===== src/rtl/alu_share_arbiter.sv =====
// Shares one 32-bit ALU between r0 (EX issue) and r1 (aux/address-gen), with a one-entry response slot per requester.
// Optional build macro ALU_ARB_FIXED_PRIO_EN: r0 wins ties, and r1 is forced after STARVE_LIMIT consecutive losses.
//
//  state        | meaning
//  rr_ptr = 0   | r0 was granted last; r1 wins the next tie (round-robin build)
//  rr_ptr = 1   | r1 was granted last, or just out of reset; r0 wins the next tie
//  starve_cnt   | consecutive cycles r1 was eligible but not granted (fixed-priority build)
module alu_share_arbiter #(
   parameter int STARVE_LIMIT = 4,
   parameter int STARVE_W     = 3
) (
   input  logic        clk,
   input  logic        rst,
   input  logic        r0_valid,
   output logic        r0_ready,
   input  logic [3:0]  r0_opcode,
   input  logic [31:0] r0_x,
   input  logic [31:0] r0_y,
   output logic        r0_rsp_valid,
   input  logic        r0_rsp_ready,
   output logic [31:0] r0_result,
   output logic        r0_overflow,
   output logic        r0_y_zero,
   input  logic        r1_valid,
   output logic        r1_ready,
   input  logic [3:0]  r1_opcode,
   input  logic [31:0] r1_x,
   input  logic [31:0] r1_y,
   output logic        r1_rsp_valid,
   input  logic        r1_rsp_ready,
   output logic [31:0] r1_result,
   output logic        r1_overflow,
   output logic        r1_y_zero,
   output logic [3:0]  alu_opcode,
   output logic [31:0] alu_op_x,
   output logic [31:0] alu_op_y,
   input  logic [31:0] alu_result,
   input  logic        alu_overflow,
   input  logic        alu_op_y_zero,
   output logic [1:0]  grant_id
);

   logic elig0, elig1;
   logic gnt0, gnt1;

   // A full slot can still accept if it is being drained in the same cycle.
   assign elig0 = ~rst & r0_valid & (~r0_rsp_valid | r0_rsp_ready);
   assign elig1 = ~rst & r1_valid & (~r1_rsp_valid | r1_rsp_ready);

`ifdef ALU_ARB_FIXED_PRIO_EN
   logic [STARVE_W-1:0] starve_cnt;
   logic                starved;

   assign starved = (starve_cnt == STARVE_W'(STARVE_LIMIT));

   always_comb begin
      gnt1 = elig1 & (~elig0 | starved);
      gnt0 = elig0 & ~gnt1;
   end

   always_ff @(posedge clk) begin
      if (rst) begin
         starve_cnt <= '0;
      end else if (elig1 & ~gnt1) begin
         if (!starved) starve_cnt <= starve_cnt + 1'b1;
      end else begin
         starve_cnt <= '0;
      end
   end
`else
   logic rr_ptr;

   always_comb begin
      gnt0 = elig0 & (~elig1 | rr_ptr);
      gnt1 = elig1 & ~gnt0;
   end

   always_ff @(posedge clk) begin
      if (rst) begin
         rr_ptr <= 1'b1;
      end else if (gnt0) begin
         rr_ptr <= 1'b0;
      end else if (gnt1) begin
         rr_ptr <= 1'b1;
      end
   end
`endif

   assign r0_ready = gnt0;
   assign r1_ready = gnt1;
   assign grant_id = {gnt1, gnt0};

   always_comb begin
      alu_opcode = 4'h0;
      alu_op_x   = '0;
      alu_op_y   = '0;
      if (gnt0) begin
         alu_opcode = r0_opcode;
         alu_op_x   = r0_x;
         alu_op_y   = r0_y;
      end else if (gnt1) begin
         alu_opcode = r1_opcode;
         alu_op_x   = r1_x;
         alu_op_y   = r1_y;
      end
   end

   // Response slots: data is held after a drain, only the valid flag drops.
   always_ff @(posedge clk) begin
      if (rst) begin
         r0_rsp_valid <= 1'b0;
         r0_result    <= '0;
         r0_overflow  <= 1'b0;
         r0_y_zero    <= 1'b0;
      end else if (gnt0) begin
         r0_rsp_valid <= 1'b1;
         r0_result    <= alu_result;
         r0_overflow  <= alu_overflow;
         r0_y_zero    <= alu_op_y_zero;
      end else if (r0_rsp_ready) begin
         r0_rsp_valid <= 1'b0;
      end
   end

   always_ff @(posedge clk) begin
      if (rst) begin
         r1_rsp_valid <= 1'b0;
         r1_result    <= '0;
         r1_overflow  <= 1'b0;
         r1_y_zero    <= 1'b0;
      end else if (gnt1) begin
         r1_rsp_valid <= 1'b1;
         r1_result    <= alu_result;
         r1_overflow  <= alu_overflow;
         r1_y_zero    <= alu_op_y_zero;
      end else if (r1_rsp_ready) begin
         r1_rsp_valid <= 1'b0;
      end
   end

endmodule


===== config.mk =====
export PLATFORM = sky130hd
export DESIGN_NAME = alu_share_arbiter
export DESIGN_NICKNAME = d
export VERILOG_FILES = /design/src/rtl/alu_share_arbiter.sv
export SDC_FILE = /design/constraint.sdc
export NUM_CORES = 1
export LEC_CHECK = 0
export ABC_AREA = 1
export BUFFER_PORTS_ARGS = -buffer_cell sky130_fd_sc_hd__clkbuf_2
export CELL_PAD_IN_SITES_DETAIL_PLACEMENT = 1
export CELL_PAD_IN_SITES_GLOBAL_PLACEMENT = 2
export CORE_MARGIN = 2
export CORE_UTILIZATION = 17
export DETAILED_ROUTE_END_ITERATION = 6
export PLACE_DENSITY_LB_ADDON = 0.1
export SLEW_MARGIN = 20
export SYNTH_ARGS = -nofsm -noshare
export SYNTH_HDL_FRONTEND = slang
export SYNTH_SLANG_ARGS = --single-unit

===== constraint.sdc =====
create_clock -name clk -period 1.45 [get_ports clk]
set_clock_uncertainty 0.1 [all_clocks]
set_input_delay 0.0725 -clock clk [delete_from_list [all_inputs] [get_ports clk]]
set_output_delay 0.0725 -clock clk [all_outputs]
set_load 0.01 [all_outputs]

* Yosys cells after proc, flatten, opt, wreduce, memory -nomap -nowiden
Index checks and enable logic that the tools add are counted.
** Word-level totals
- Latch bits :: 0
- Flip-flop bits (word level) :: 71
- Input bits :: 176
- ROM bits :: 0
- Bits in writable memories :: 0
- Output and inout port bits :: 142
- Memories kept :: 0
** Cells by class
- Equality and inequality tests :: 0
- $add $sub $neg :: 0
- Multiplexer cells :: 12
- Shift-type cells :: 0
- Div/mod/pow operators :: 0
- Magnitude comparators :: 0
- $mul :: 0
- Reductions and logical operators :: 3
- Bitwise gates (word level) :: 14
** Operators with widths (number)
- 32-bit 2-to-1 mux :: 4
- 4-bit 2-to-1 mux :: 2
- 1-bit AND :: 6
- 1-bit 2-to-1 mux :: 6
- 2-bit nonzero test :: 3
- 1-bit NOT :: 5
- 1-bit OR :: 3

* Logic depth before layout (Yosys ltp)
- Depth after elaboration :: 10
- Depth in mapped cells :: 9
- Gate-level depth less buffers :: 7

* Least setup slack after synthesis
No wires, ideal clock.
- Path type :: register to output
- Start point :: register r0_rsp_valid
- End point :: output port alu_op_x[25]
- Slack :: -0.028 ns
- Arrival time :: 1.305 ns
- Buffers on the path :: 2
- Required time :: 1.278 ns
- Stages on the path, launching flop included :: 9
- Cells stage by stage :: dfxtp_1 -> inv_1 -> nor2_1 -> nor2_4 -> a21oi_4 -> buf_4 -> buf_2 -> nand2_1 -> nand2_1
** Between the ends
- Cells in the longest elaborated chain, start to end :: 8
** RTL lines
- from (decl) :: RTL line 19 : output logic r0_rsp_valid,
- from (signal assigned) :: RTL line 111 : r0_rsp_valid <= 1'b0;
- from (signal assigned) :: RTL line 116 : r0_rsp_valid <= 1'b1;
- from (signal assigned) :: RTL line 121 : r0_rsp_valid <= 1'b0;
- 1-bit NOT :: RTL line 47 : assign elig0 = ~rst & r0_valid & (~r0_rsp_valid | r0_rsp_ready);
- 1-bit OR :: RTL line 47
- 1-bit AND :: RTL line 47
- 1-bit AND :: RTL line 74 : gnt0 = elig0 & (~elig1 | rr_ptr);
- 1-bit NOT :: RTL line 75 : gnt1 = elig1 & ~gnt0;
- 1-bit AND :: RTL line 75
- net r1_ready :: RTL line 25 : output logic r1_ready,
- 32-bit 2-to-1 mux :: RTL line 101 : end else if (gnt1) begin
- 32-bit 2-to-1 mux :: RTL line 97 : if (gnt0) begin
- to (decl) :: RTL line 35 : output logic [31:0] alu_op_x,
The timed path passes the listed nets, and every way through them passes these cells.

* Worst setup path after layout
- Start point :: register r0_rsp_valid
- End point :: output port alu_op_y[7]
** Between the ends
- Cells in the longest elaborated chain, start to end :: 8
** RTL lines
- 1-bit NOT (*) :: RTL line 47
- 1-bit OR (*) :: RTL line 47
- 1-bit AND (*) :: RTL line 47
- 1-bit AND (*) :: RTL line 74
- 1-bit NOT :: RTL line 75
- 1-bit AND :: RTL line 75
- 32-bit 2-to-1 mux :: RTL line 101
- 32-bit 2-to-1 mux (*) :: RTL line 97
- to (decl) :: RTL line 36 : output logic [31:0] alu_op_y,
Mark *: on every way between the ends. The rest lies on a longest branch, timed or not.

==> results_dict.tcl <==
set metrics [dict create \
    status "finished with violations" \
    failed_checks "hold timing, setup timing" \
    synth_largest_area_cell "sky130_fd_sc_hd__dfxtp_1" \
    layout-drive-gt1-share 0.6029 \
    placed_cells 1143 \
    avgSynthCellArea_um2 6.184 \
    route.antenna.remaining_nets 0 \
    path_cells "inv_2 > nor2_4 > nor2_4 > buf_6 > nand2_8 > clkinv_8 > buf_6 > buf_16 > nand2_1 > nand2_1 > buf_2" \
    grt_max_degree 71 \
    syn_area_mm2 0.003562 \
    grt_antenna_before_repair 1 \
    path_buf_inv 6 \
    clock_sinks 71 \
    hold_violations 1 \
    design.die.area_mm2 0.02213 \
    regToRegEndpoint "r1_result[14]" \
    route.detailed.wl_per_inst_um 18.38 \
    min_path_cells 4 \
    cts_htree_levels 3 \
    finish.net_count 1143 \
    dieWidth_um 148.8 \
    arrival_ps 1740 \
    rows 52 \
    synth.top_cells.by_area "sky130_fd_sc_hd__dfxtp_1, sky130_fd_sc_hd__nand2_1, sky130_fd_sc_hd__nand3_1, sky130_fd_sc_hd__nor2_1, sky130_fd_sc_hd__inv_1" \
    final_cells 1243 \
    fmaxAchievable_ghz 0.5227 \
    synth-seq-cells 71 \
    end_kind "output port" \
    seq_area_frac_synth 0.3990 \
    worstPathRequired_ps 1280 \
    gr-total-overflow 0 \
    area_overhead_vs_synth_pct 132.7 \
    crit_path_start_kind "flip-flop" \
    grt_first_pass_wirelength_um 30920 \
    port-buffer-count 317 \
    via_count 5298 \
    tritoncts "built" \
    period_needed_ps 1913 \
    global_route.usage.total 0.1860 \
    fin_worst_hold_slack_ps -10.85 \
    die_height_um 148.8 \
    yosys_warnings 0 \
    critical-path-top-delay-family "buffers and inverters" \
    multi_input_logic_area_mm2 0.002590 \
    leakage_nw 4.395 \
    first_global_vias 5398 \
    hold_start "r1_rsp_ready" \
    filler_cell_count 2472 \
    worst_r2r_startpoint "r0_rsp_valid" \
    cp_max_fo 8 \
    power_per_cell_area_mw_per_mm2 814.2 \
    timing.hold.worst_endpoint "r1_rsp_valid" \
    criticalPathCategory "reg2out" \
    yosysUniqueCellTypes 18 \
    seqCellArea_mm2 0.001423 \
    timing.critical_path.slowest_stage_cell "sky130_fd_sc_hd__dfxtp_2" \
    drt-total-wl_um 22850 \
    crit_path_max_incr_delay_ps 320 \
    routabilityCongestion 0.8348 \
    synthCells 576 \
    reg2reg_depth 12 \
    route.detailed.vias_per_inst 4.262 \
    clk_root_buffer_cell "sky130_fd_sc_hd__clkbuf_16" \
    final.setup.worst_slack_ps -463.1 \
    cts_max_path_buffers 2 \
    max-vdd-ir-drop_mv 0.5151 \
    starting_utilization_of_the_core_area 0.1744 \
    max_cap_violations 0 \
    pre_antenna_drt_iters 4 \
    final.period_utilization 1.319 \
    placeableCoreArea_mm2 0.02043 \
    tritoncts.num_buffers 9 \
    timing.final.setup_violations 143 \
    synth.net_count 752 \
    drt_iter0_drc 159 \
    synth_top_cell_area_share 0.3990 \
    io_pins 318 \
    slew_headroom 0.2969 \
    min-delay-path-class "in2reg" \
    timing_worst_slew_pin_value_ps 1055 \
    maxSlewViolCount 0 \
    hpwlAfterDp_um 14550 \
    clkTransAtPathRegs_ps 50 \
    ff2ff_setup_slack_ps -310 \
    rsz0062_at_grt "yes" \
    clock_insertion_delay_worst_skew_ps 340 \
    drt_drc_violations_left 0 \
]
## cell usage after synthesis, drive strengths merged
cell type  instances
nand2            246
dfxtp             71
nor2              71
nand3             69
inv               41
buf               39
o21ai             35
a21oi              2
clkbuf             2
## through the flow
stage	setup WS, ps	utilization	total power [mW]	instance area (um2)	setup TNS [ps]
final	-463.1	0.4057	6.748	8288	-44510
after global routing	-551.7	0.4057	7.116	8288	-54070
after CTS	-458.9	0.3432	6.398	7012	-39950
after detailed placement	-125.3	0.2701	3.643	5519	-6770
after global placement	-98.71	0.2701	3.618	5519	-4560
after floorplan	23.06	-	2.873	3565	0
## worst register-to-register path, delay by kind of cell (launching register included)
kind | cells | cell delay [ps]
buf+inv | 6 | 780
simple gates | 6 | 520
flops | 1 | 320
## metal layers
metal | vias up | global-route usage | part of all wire
met5 | - | 0 | 0
met4 | 0 | 0.05143 | 0.019
met3 | 25 | 0.05535 | 0.067
met2 | 189 | 0.3602 | 0.54
met1 | 2522 | 0.1933 | 0.37
li1 | 2562 | - | -
## cell families after synthesis
group	Yosys count	share of synthesized area
AO/OA/AOI/OAI	37	0.05515
buffers and inverters	82	0.1120
flip-flops	71	0.3990
AND/OR/NAND/NOR	386	0.4338
## sequential cells by signal (all words and copies together), names as in the netlist
name	count
r0_y_zero	1
r0_overflow	1
rr_ptr	1
r0_result	32
r1_overflow	1
r1_y_zero	1
r1_rsp_valid	1
r1_result	32
r0_rsp_valid	1
## power breakdown
group | leakage, nW | switching, mW | internal, mW
Sequential | 0.585 | 0.109 | 2.10
Clock | 0.139 | 0.922 | 1.34
Combinational | 3.67 | 1.12 | 1.16
Total | 4.40 | 2.15 | 4.60
## how the worst max path moves through the flow
stage,start,to,slack (ps),cells after the start
floorplan,r0_rsp_valid,alu_op_x[25],20,8
global placement,r0_rsp_valid,alu_op_x[3],-100,8
CTS,r0_rsp_valid,alu_op_y[18],-460,10
finish,r0_rsp_valid,alu_op_y[7],-460,11
global route,r0_rsp_valid,alu_op_x[21],-550,10
detailed placement,r0_rsp_valid,alu_op_y[18],-130,8
## timing repair
action | CTS | global route
setup endpoints to repair | 107 | 143
pin swaps | 17 | 50
gates resized for setup | 81 | 336
hold buffers | 35 | 0
gates cloned | 16 | 12
setup buffers | 21 | 7
hold endpoints to repair | 64 | 0
## cells in the final DEF (no fill, tap or decap), types with 4 or more instances in the layout
cell / instances
sky130_fd_sc_hd__nor2_4: 12
sky130_fd_sc_hd__buf_6: 39
sky130_fd_sc_hd__nand2_1: 152
sky130_fd_sc_hd__dlygate4sd3_1: 35
sky130_fd_sc_hd__buf_4: 16
sky130_fd_sc_hd__nand3_2: 52
sky130_fd_sc_hd__nor2_1: 53
sky130_fd_sc_hd__nand3_4: 6
sky130_fd_sc_hd__clkbuf_8: 4
sky130_fd_sc_hd__o21ai_2: 9
sky130_fd_sc_hd__nand2_4: 27
sky130_fd_sc_hd__nand3_1: 11
sky130_fd_sc_hd__inv_1: 37
sky130_fd_sc_hd__buf_2: 32
sky130_fd_sc_hd__clkbuf_2: 245
sky130_fd_sc_hd__dfxtp_1: 70
sky130_fd_sc_hd__buf_8: 8
sky130_fd_sc_hd__buf_12: 18
sky130_fd_sc_hd__o21ai_1: 26
sky130_fd_sc_hd__clkbuf_16: 20
sky130_fd_sc_hd__buf_16: 12
sky130_fd_sc_hd__nand2_2: 66
sky130_fd_sc_hd__nor2_2: 6
## final cells by class
type	count	share of cell area
timing repair buffer	421	0.4186
tap	270	0.04076
inverter	41	0.02038
antenna	1	0.0003019
sequential	71	0.1716
clock inverter	6	0.008152
multi-input combinational	423	0.3125
clock buffer	10	0.02763
Power figures use the tool's default switching activity.
